<file path="src/rtl/demod_symbol_decision.sv">
// Symbol decision: captures ten segment metrics and scans them one per clock for the maximum.
// Optional SOFT_METRIC_EN adds second-best tracking and a `margin` output (best - second).
module demod_symbol_decision #(
    parameter int unsigned SEG_W      = 32,
    parameter int          SIGNED_CMP = 1
) (
    input  logic             clk,
    input  logic             reset,
    input  logic             start,
    input  logic             in_valid,
    input  logic [SEG_W-1:0] segment_0,
    input  logic [SEG_W-1:0] segment_1,
    input  logic [SEG_W-1:0] segment_2,
    input  logic [SEG_W-1:0] segment_3,
    input  logic [SEG_W-1:0] segment_4,
    input  logic [SEG_W-1:0] segment_5,
    input  logic [SEG_W-1:0] segment_6,
    input  logic [SEG_W-1:0] segment_7,
    input  logic [SEG_W-1:0] segment_8,
    input  logic [SEG_W-1:0] segment_9,
    output logic [3:0]       symbol,
    output logic [SEG_W-1:0] max_metric,
`ifdef SOFT_METRIC_EN
    output logic [SEG_W:0]   margin,
`endif
    output logic             valid,
    output logic             busy
);

    typedef enum logic [1:0] {IDLE, SCAN, DONE} state_t;

    state_t           state_q, state_d;
    logic [SEG_W-1:0] seg_in [10];
    logic [SEG_W-1:0] bank_q [10];
    logic [SEG_W-1:0] bank_d [10];
    logic [3:0]       idx_q, idx_d;
    logic [3:0]       best_idx_q, best_idx_d;
    logic [SEG_W-1:0] best_q, best_d;
    logic [3:0]       symbol_q, symbol_d;
    logic [SEG_W-1:0] max_q, max_d;
    logic [3:0]       cand_idx;
    logic [SEG_W-1:0] cand;
`ifdef SOFT_METRIC_EN
    localparam logic [SEG_W-1:0] TYPE_MIN =
        (SIGNED_CMP != 0) ? {1'b1, {(SEG_W-1){1'b0}}} : '0;
    logic [SEG_W-1:0] second_q, second_d;
    logic [SEG_W:0]   margin_q, margin_d;
`endif

    assign seg_in[0] = segment_0;
    assign seg_in[1] = segment_1;
    assign seg_in[2] = segment_2;
    assign seg_in[3] = segment_3;
    assign seg_in[4] = segment_4;
    assign seg_in[5] = segment_5;
    assign seg_in[6] = segment_6;
    assign seg_in[7] = segment_7;
    assign seg_in[8] = segment_8;
    assign seg_in[9] = segment_9;

    function automatic logic gt(input logic [SEG_W-1:0] a, input logic [SEG_W-1:0] b);
        if (SIGNED_CMP != 0) return $signed(a) > $signed(b);
        else                 return a > b;
    endfunction

`ifdef SOFT_METRIC_EN
    // One extra bit keeps best - second exact for any operand pair.
    function automatic logic [SEG_W:0] ext(input logic [SEG_W-1:0] v);
        if (SIGNED_CMP != 0) return {v[SEG_W-1], v};
        else                 return {1'b0, v};
    endfunction
`endif

    assign cand_idx = idx_q + 4'd1;
    assign cand     = bank_q[cand_idx];

    always_comb begin
        state_d    = state_q;
        bank_d     = bank_q;
        idx_d      = idx_q;
        best_idx_d = best_idx_q;
        best_d     = best_q;
        symbol_d   = symbol_q;
        max_d      = max_q;
`ifdef SOFT_METRIC_EN
        second_d   = second_q;
        margin_d   = margin_q;
`endif
        case (state_q)
            IDLE: begin
                if (start && in_valid) begin
                    bank_d     = seg_in;
                    idx_d      = '0;
                    best_idx_d = '0;
                    best_d     = seg_in[0];
`ifdef SOFT_METRIC_EN
                    second_d   = TYPE_MIN;
`endif
                    state_d    = SCAN;
                end
            end
            SCAN: begin
                if (!start) begin
                    state_d = IDLE;
                end else begin
                    // Strictly greater only, so ties keep the lower index.
                    if (gt(cand, best_q)) begin
                        best_d     = cand;
                        best_idx_d = cand_idx;
`ifdef SOFT_METRIC_EN
                        second_d   = best_q;
                    end else if (gt(cand, second_q)) begin
                        second_d   = cand;
`endif
                    end
                    idx_d = cand_idx;
                    if (idx_q == 4'd8) begin
                        state_d  = DONE;
                        symbol_d = best_idx_d;
                        max_d    = best_d;
`ifdef SOFT_METRIC_EN
                        margin_d = ext(best_d) - ext(second_d);
`endif
                    end
                end
            end
            DONE: begin
                if (!start) state_d = IDLE;
            end
            default: state_d = IDLE;
        endcase
    end

    always_ff @(posedge clk) begin
        if (reset) begin
            state_q    <= IDLE;
            idx_q      <= '0;
            best_idx_q <= '0;
            best_q     <= '0;
            symbol_q   <= '0;
            max_q      <= '0;
`ifdef SOFT_METRIC_EN
            second_q   <= '0;
            margin_q   <= '0;
`endif
        end else begin
            state_q    <= state_d;
            idx_q      <= idx_d;
            best_idx_q <= best_idx_d;
            best_q     <= best_d;
            symbol_q   <= symbol_d;
            max_q      <= max_d;
`ifdef SOFT_METRIC_EN
            second_q   <= second_d;
            margin_q   <= margin_d;
`endif
        end
    end

    always_ff @(posedge clk) begin
        bank_q <= bank_d;
    end

    assign symbol     = symbol_q;
    assign max_metric = max_q;
`ifdef SOFT_METRIC_EN
    assign margin     = margin_q;
`endif
    assign valid      = (state_q == DONE);
    assign busy       = (state_q == SCAN);

endmodule

</file>
<file path="config.mk">
export PLATFORM = sky130hd
export DESIGN_NAME = demod_symbol_decision
export DESIGN_NICKNAME = d
export VERILOG_FILES = /design/src/rtl/demod_symbol_decision.sv
export SDC_FILE = /design/constraint.sdc
export NUM_CORES = 1
export LEC_CHECK = 0
export CORE_MARGIN = 3
export CORE_UTILIZATION = 47
export DETAILED_ROUTE_END_ITERATION = 16
export GPL_ROUTABILITY_DRIVEN = 0
export PLACE_DENSITY = 0.79
export SLEW_MARGIN = 5
export SYNTH_ARGS = -nofsm -noshare
export SYNTH_HDL_FRONTEND = slang
export SYNTH_SLANG_ARGS = --single-unit
</file>
<file path="constraint.sdc">
create_clock -name clk -period 11.9 [get_ports clk]
set_input_delay 2.38 -clock clk [delete_from_list [all_inputs] [get_ports clk]]
set_output_delay 2.38 -clock clk [all_outputs]
set_load 0.01 [all_outputs]
</file>
## Yosys cells after proc, flatten, opt, wreduce, memory -nomap -nowiden

Index checks and enable logic that the tools add are counted.

| cells by class | value |
|---|---|
| eq/ne operators | 7 |
| multiplexer cells | 20 |
| $add $sub $neg | 1 |
| bitwise logic cells | 1 |
| reductions and logical operators | 7 |
| $lt $le $gt $ge | 2 |

Operators with widths:

| cell | count |
|---|---|
| $mux 32 | 5 |
| $bmux 32 s4 | 1 |
| $pmux 32 s2 | 1 |
| $gt 32x32->1 | 1 |
| $mux 4 | 4 |
| $pmux 4 s2 | 2 |
| $reduce_and 3->1 | 3 |
| $mux 2 | 4 |
| $ne 2x2->1 const B | 3 |
| $pmux 2 s3 | 1 |
| $ge 5x5->1 const B | 1 |
| $not 4->5 | 1 |
| $add 4x1->4 const B | 1 |
| $eq 4x4->1 const B | 1 |
| $ne 3x2->1 const B | 1 |
| $eq 2x1->1 const B | 1 |
| $eq 2x2->1 const B | 1 |
| $logic_not 2->1 | 1 |
| $mux 1 | 2 |
| $reduce_and 2->1 | 1 |
| $reduce_bool 2->1 | 1 |
| $logic_and 1x1->1 | 1 |

| storage, ports and cells | value |
|---|---|
| output and inout port bits | 38 |
| bits in registers | 398 |
| word-level logic and storage cells | 54 |

## Longest topological paths before layout

Gate-level depths: netlist of the first run.

| logic depth | value |
|---|---|
| depth in word-level cells | 11 |
| mapped depth | 21 |

## Worst setup path before layout of the first run

Ideal clock, no wire load.

| timing | value |
|---|---|
| path type | in2reg |
| start | input port in_valid |
| end | register best_q[18] |
| path buffers | 1 |
| cell stages on the path | 5 |
| setup slack | -0.975 ns |
| required time | 11.788 ns |
| setup time | 0.112 ns |
| arrival | 12.763 ns |
| path through | nand3_1 -> clkinv_1 -> clkbuf_1 -> a221oi_1 -> nor3_1 |

| between the ends | value |
|---|---|
| cells in the longest elaborated chain, start to end | 3 |

RTL lines:

| item | line | text |
|---|---|---|
| start, declared | 10 | `input logic in_valid,` |
| $logic_and 1x1->1 | 91 | `if (start && in_valid) begin` |
| $ne 2x2->1 (no line) | -- |  |
| $reduce_and 3->1 (no line) | -- |  |
| end signal, assigned | 150 | `best_q <= best_d;` |
| end, declared | 38 | `logic [SEG_W-1:0] best_q, best_d;` |

Every way passes these cells.
A chain may end at the register's enable or synchronous reset.

## Worst setup path in the final report of the first run

| timing | value |
|---|---|
| start | register idx_q[0] |
| end | register best_q[9] |

| between the ends | value |
|---|---|
| cells in the longest elaborated chain, start to end | 11 |

RTL lines:

| item | line | text |
|---|---|---|
| start, declared | 36 | `logic [3:0] idx_q, idx_d;` |
| start signal, assigned | 148 | `idx_q <= idx_d;` |
| $add 4x1->4 (*) | 74 | `assign cand_idx = idx_q + 4'd1;` |
| $not 4->5 (not written as such) (*) | 75 | `assign cand = bank_q[cand_idx];` |
| $bmux 32 s4 (*) | 75 |  |
| $mux 32 (not written as such) (*) (2 in series) | 75 |  |
| $gt 32x32->1 | 62 | `if (SIGNED_CMP != 0) return $signed(a) > $signed(b);` |
| $mux 1 | 103 | `if (!start) begin` |
| $mux 1 | 89 | `case (state_q)` |
| $mux 32 (*) | 107 | `if (gt(cand, best_q)) begin` |
| $mux 32 (*) | 103 |  |
| $pmux 32 s2 (*) | 89 |  |

Every way passes the cells marked *; elsewhere a longest branch is shown, timed or not. The select of a mux whose other input is x is not followed.

==> results of run 1 <==
## logic make-up after synthesis
| family | Yosys count | synth area share [%] |
|---|---|---|
| AOI/OAI and AO/OA | 251 | 10.1 |
| muxes | 97 | 10.5 |
| xor gates and xnor gates | 3 | 0.152 |
| and+or+nand+nor | 324 | 8.92 |
| buffers and inverters | 141 | 3.42 |
| adders and majority gates | 34 | 2.46 |
| DFF | 398 | 64.5 |
## layout by cell type (no fill, tap or decap), types with 13 or more instances in the layout
| master | synthesis | layout |
|---|---|---|
| buf_4 | 1 | 13 |
| clkdlybuf4s50_1 | 0 | 360 |
| a21oi_1 | 102 | 102 |
| nand3_1 | 31 | 31 |
| mux2_2 | 32 | 32 |
| nand2b_1 | 24 | 24 |
| nand2_1 | 134 | 134 |
| nand4_1 | 29 | 29 |
| ha_1 | 34 | 33 |
| nor2_1 | 52 | 48 |
| nand3b_1 | 22 | 22 |
| clkbuf_16 | 0 | 42 |
| a311o_1 | 21 | 21 |
| nor3_1 | 20 | 20 |
| inv_1 | 43 | 43 |
| o21ai_0 | 17 | 17 |
| mux4_2 | 64 | 64 |
| a31o_2 | 21 | 21 |
| edfxtp_1 | 320 | 320 |
| o311ai_1 | 19 | 19 |
| dfxtp_1 | 78 | 77 |
## final cells by class
| type | count | area, sq um | share of cell area [%] |
|---|---|---|---|
| Clock buffer | 52 | 1120 | 4.90 |
| Clock inverter | 26 | 414 | 1.81 |
| Antenna cell | 2 | 5.00 | 0.0219 |
| Tap cell | 461 | 577 | 2.53 |
| Multi-Input combinational cell | 709 | 5640 | 24.7 |
| Sequential cell | 398 | 11200 | 48.9 |
| Timing Repair Buffer | 375 | 3730 | 16.3 |
| Inverter | 45 | 176 | 0.773 |
## report_power, final
part / internal (uW) / switching (uW) / leakage (uW) / total, uW
Combinational: 177 / 179 / 0.00318 / 356
Clock: 891 / 554 / 0.000732 / 1440
Sequential: 1570 / 22.1 / 0.00362 / 1590
## critical path, stage by stage (launching register included)
cell and delay, ns:
dfxtp_4 1.04, inv_1 0.24, ha_4 0.33, buf_4 0.78, mux4_2 0.43, nand2_1 0.10
a21oi_1 0.09, a31oi_1 0.45, inv_1 0.10, ha_1 0.28, and2_0 0.18, a221o_1 0.33
a221oi_2 0.38, o2111a_1 0.31, o21a_1 0.64, nor2_4 0.22, buf_12 0.25, a311o_1 0.34
## state kept, by name, indices dropped and copies added, names as in the netlist
register,flops
best_q,32
max_metric,32
symbol,4
bank_q,320
best_idx_q,4
state_q,2
idx_q,4
## routing by layer
metal,part of all wire (%),vias up,GRT usage (%)
met2,50,556,40.2
met5,0,-,0
li1,-,5495,-
met4,3.3,0,8.86
met3,8.7,99,6.55
met1,38,5918,30.2
## final timing paths
path                  start              to  slack, ns  depth (start not counted)
max                idx_q[0]       best_q[9]       5.20                         17
min          max_metric[23]  max_metric[23]       0.49                          1
max reg2reg        idx_q[0]       best_q[9]       5.20                         17
min reg2reg  max_metric[23]  max_metric[23]       0.49                          1
## metrics by stage
stage	setup WS, ns	utilization (%)	instance area, sq um	power, uW
2_1_floorplan	4.27	-	17300	1810
3_3_place_gp	5.22	59.2	21300	1960
3_5_place_dp	5.06	59.2	21300	1970
4_1_cts	5.02	63.5	22800	3420
5_1_grt	4.76	63.6	22800	3510
6_report	5.20	63.6	22800	3390
==> flow_summary.json, run 1 <==
{
  "status": "complete, no violations",
  "synth_top_area_share_pct": 55.5,
  "relSlewSlack_pct": 18.6,
  "fin_hold_ws_ns": 0.491,
  "ctsHtreeMaxLevel": 2,
  "setup_viol": 0,
  "yosysMostFrequentCell": "edfxtp_1",
  "clk_path_buf_depth": 3,
  "syn_avg_cell_area_sq_um": 13.9,
  "hpwl_um": 31800,
  "critPathArrivalTime_ns": 7.14,
  "first_pass_iters": 6,
  "io_pins": 362,
  "setup_tns_ns": 0,
  "dp.cells": 1987,
  "yosys_warnings": 0,
  "async_reset_ff_share_pct": 0,
  "syn_to_final_growth_pct": 31.8,
  "grt_pass1_vias": 12400,
  "synth_cell_types": 57,
  "routed_wl_um": 47600,
  "cts_tree": "yes",
  "viasPerCell": 5.84,
  "rows": 69,
  "drc": 0,
  "post-route-period-util_pct": 56.3,
  "worstMarginPinSlew_ns": 1.22,
  "clockRootBuffer": "clkbuf_16",
  "vias": 12100,
  "syn-cell-area_sq_um": 17300,
  "p_leak_uw": 0.00753,
  "criticalPathCategory": "reg2reg",
  "drive_gt1_share_pct": 13.6,
  "skew_ns": 0.0232,
  "worstHoldPathType": "reg2reg",
  "drv_cap": 0,
  "fmax_mhz": 149,
  "p_per_area_nw_per_um2": 149,
  "cts_hold_buf": 0,
  "grt_max_degree": 180,
  "slew_viol_final": 0,
  "cp-end-kind": "flip-flop",
  "clock_latency_ns": 0.57,
  "final_nets": 1929,
  "avgRoutedWirePerCell_um": 23.0,
  "ys_seq_area_share_pct": 64.5,
  "yosys-top-cells-count": "edfxtp_1, nand2_1, a21oi_1",
  "synth_nets": 1606,
  "cts.sinks": 398,
  "ir_drop_uv": 128,
  "io_buffers": 361,
  "synth_edf_count": 320,
  "die_h_um": 198,
  "cts_buffers": 42,
  "cts_resized": 0,
  "antenna_found_initial": 1,
  "die_width_um": 198,
  "synthTopCellsByArea": "edfxtp_1, dfxtp_1, mux4_2, a21oi_1, nand2_1",
  "fillerInstances": 2616,
  "dr.first_iter.drc_count": 1167,
  "clk_pin_slew_ns": 0.06,
  "cts_setup_buffers": 0,
  "ys_seq_elements": 398,
  "finalNonFillerCells": 2068,
  "dieArea_sq_um": 39200,
  "overflow": 0,
  "ant_nets": 0,
  "core_region_area_sq_um": 35900,
  "initial_core_util_pct": 48.2,
  "worst_ep_required_time_ns": 12.34,
  "hold_viol": 0,
  "start_kind": "flip-flop",
  "grt_usage_pct": 24.0,
  "yosys.area.top_type": "edfxtp_1",
  "path_max_fanout": 67,
  "grt_pass1_wl_um": 71800,
  "synth_flop_cell": "edfxtp_1",
  "syn_inst": 1248,
  "rsz0062_at_grt": "false",
  "finalCriticalPeriod_ns": 6.70
}
Note: power is estimated with default switching activity, not from simulation.
==> inputs of run 2 (changes only) <==
- CORE_UTILIZATION: 47 -> 51
- PLACE_DENSITY: 0.79 -> 0.82
- clock period: 11.9 -> 6.5 ns (I/O delays scaled with it)
==> flow_summary.json, run 2 (same netlist as run 1, synthesis figures left out) <==
{
  "grt_pass1_vias": 12300,
  "fin_hold_ws_ns": 0.501,
  "drv_cap": 0,
  "setup_tns_ns": 0,
  "p_int_uw": 4530,
  "first_pass_iters": 5,
  "dr.first_iter.drc_count": 1262,
  "largest_register": "bank_q",
  "grt_max_degree": 125,
  "cts_resized": 0,
  "io_buffers": 361,
  "drive_gt1_share_pct": 13.5,
  "layout_commonest_cell": "clkdlybuf4s50_1",
  "p_sw_uw": 1330,
  "antenna_found_initial": 4,
  "slew_viol_final": 0,
  "rows": 66,
  "hpwl_um": 31500,
  "cts_buffers": 43,
  "cts_tree": "yes",
  "seqPwrFrac_pct": 49.6,
  "final_cell_mix": "clkdlybuf4s50_1, edfxtp_1, nand2_1",
  "fillerInstances": 2280,
  "rsz0062_at_grt": "false",
  "clock_latency_ns": 0.53,
  "comb_power_share_pct": 11.3,
  "relSlewSlack_pct": 14.8,
  "finalNonFillerCells": 2054,
  "p_leak_uw": 0.00748,
  "largest_reg_flops": 320,
  "clockRootBuffer": "clkbuf_16",
  "worstMarginPinSlew_ns": 1.27,
  "grt_usage_pct": 24.8,
  "routed_wl_um": 46000,
  "fmax_mhz": 180,
  "min-delay-start": "max_metric[11]",
  "cts_setup_buffers": 0,
  "cts_hold_buf": 0,
  "status": "complete, no violations",
  "dieArea_sq_um": 36200,
  "post-route-period-util_pct": 85.3,
  "io_pins": 362,
  "critPathArrivalTime_ns": 5.95,
  "cp-startpoint": "idx_q[0]",
  "switching_share_pct": 22.6,
  "cp-end-kind": "flip-flop",
  "die_width_um": 190,
  "setup_ws_ns": 0.957,
  "avgRoutedWirePerCell_um": 22.4,
  "vias": 12100,
  "ir_drop_uv": 162,
  "die_h_um": 190,
  "clk_pin_slew_ns": 0.06,
  "worst_ep_required_time_ns": 6.91,
  "hold_viol": 0,
  "finalCriticalPeriod_ns": 5.54,
  "ctsHtreeMaxLevel": 2,
  "clk_path_buf_depth": 3,
  "initial_core_util_pct": 52.4,
  "pwr-share-clk_pct": 39.1,
  "syn_to_final_growth_pct": 30.8,
  "setup_viol": 0,
  "ant_nets": 0,
  "drc": 0,
  "skew_ns": 0.0123,
  "final_nets": 1935,
  "criticalPathCategory": "reg2reg",
  "cts.sinks": 398,
  "p_per_area_nw_per_um2": 259,
  "grt_pass1_wl_um": 69600,
  "core_region_area_sq_um": 33000,
  "path_max_fanout": 43,
  "place_ws_ns": 0.820,
  "start_kind": "flip-flop",
  "timing.rr.start": "idx_q[0]",
  "dp.cells": 1973,
  "viasPerCell": 5.91,
  "overflow": 0,
  "worstHoldPathType": "reg2reg"
}
[run 2: stage by stage]
step                      power, uW  util, %  area [sq um]
after floorplan                3300        -         17300
after global placement         3590     64.5         21300
after detailed placement       3610     64.5         21300
after CTS                      5890     68.5         22600
after global routing           6060     68.6         22700
final                          5860     68.6         22700
[run 2: metal layers]
metal / part of all wire [%] / GRT usage [%] / routed length, um
met5: 0.028 / 0 / 13
met2: 51 / 43.3 / 23600
met4: 2.8 / 7.11 / 1280
met3: 8.3 / 5.50 / 3820
met1: 38 / 31.2 / 17300
[run 2: path summary, 6_finish.rpt]
path / to / slack, ns / cells after the start
worst max-delay path: best_q[28] / 0.96 / 15
worst min-delay path: max_metric[11] / 0.50 / 2
worst max register to register: best_q[28] / 0.96 / 15
worst min register to register: max_metric[11] / 0.50 / 2
[run 2: power by group through the flow]
stage	clock, uW	combinational [uW]	sequential, uW
2_1_floorplan	0	348	2960
3_3_place_gp	0	638	2950
3_5_place_dp	0	650	2960
4_1_cts	2330	655	2910
5_1_grt	2430	712	2920
6_report	2290	662	2910
[run 2: layout make-up]
type / count / area, sq um / share of cell area, %
sequential: 398 / 11200 / 49.3
multi-input combinational: 709 / 5640 / 24.9
timing repair buffer: 380 / 3790 / 16.7
clock buffer: 53 / 1140 / 5.05
tap: 442 / 553 / 2.44
clock inverter: 24 / 180 / 0.795
inverter: 45 / 176 / 0.778
antenna: 3 / 7.51 / 0.0331
[run 2: worst max-delay path, stage by stage, from the launching register on]
cell      delay, ns
dfxtp_4        0.35
ha_1           0.30
xnor2_2        1.00
buf_4          0.41
nand2_1        0.09
a21oi_1        0.16
a31oi_1        0.13
inv_1          0.14
ha_1           0.24
and2_0         0.18
a221o_1        0.31
a221oi_2       0.37
o22a_2         0.79
buf_4          0.45
a21oi_1        0.12
a311o_1        0.35
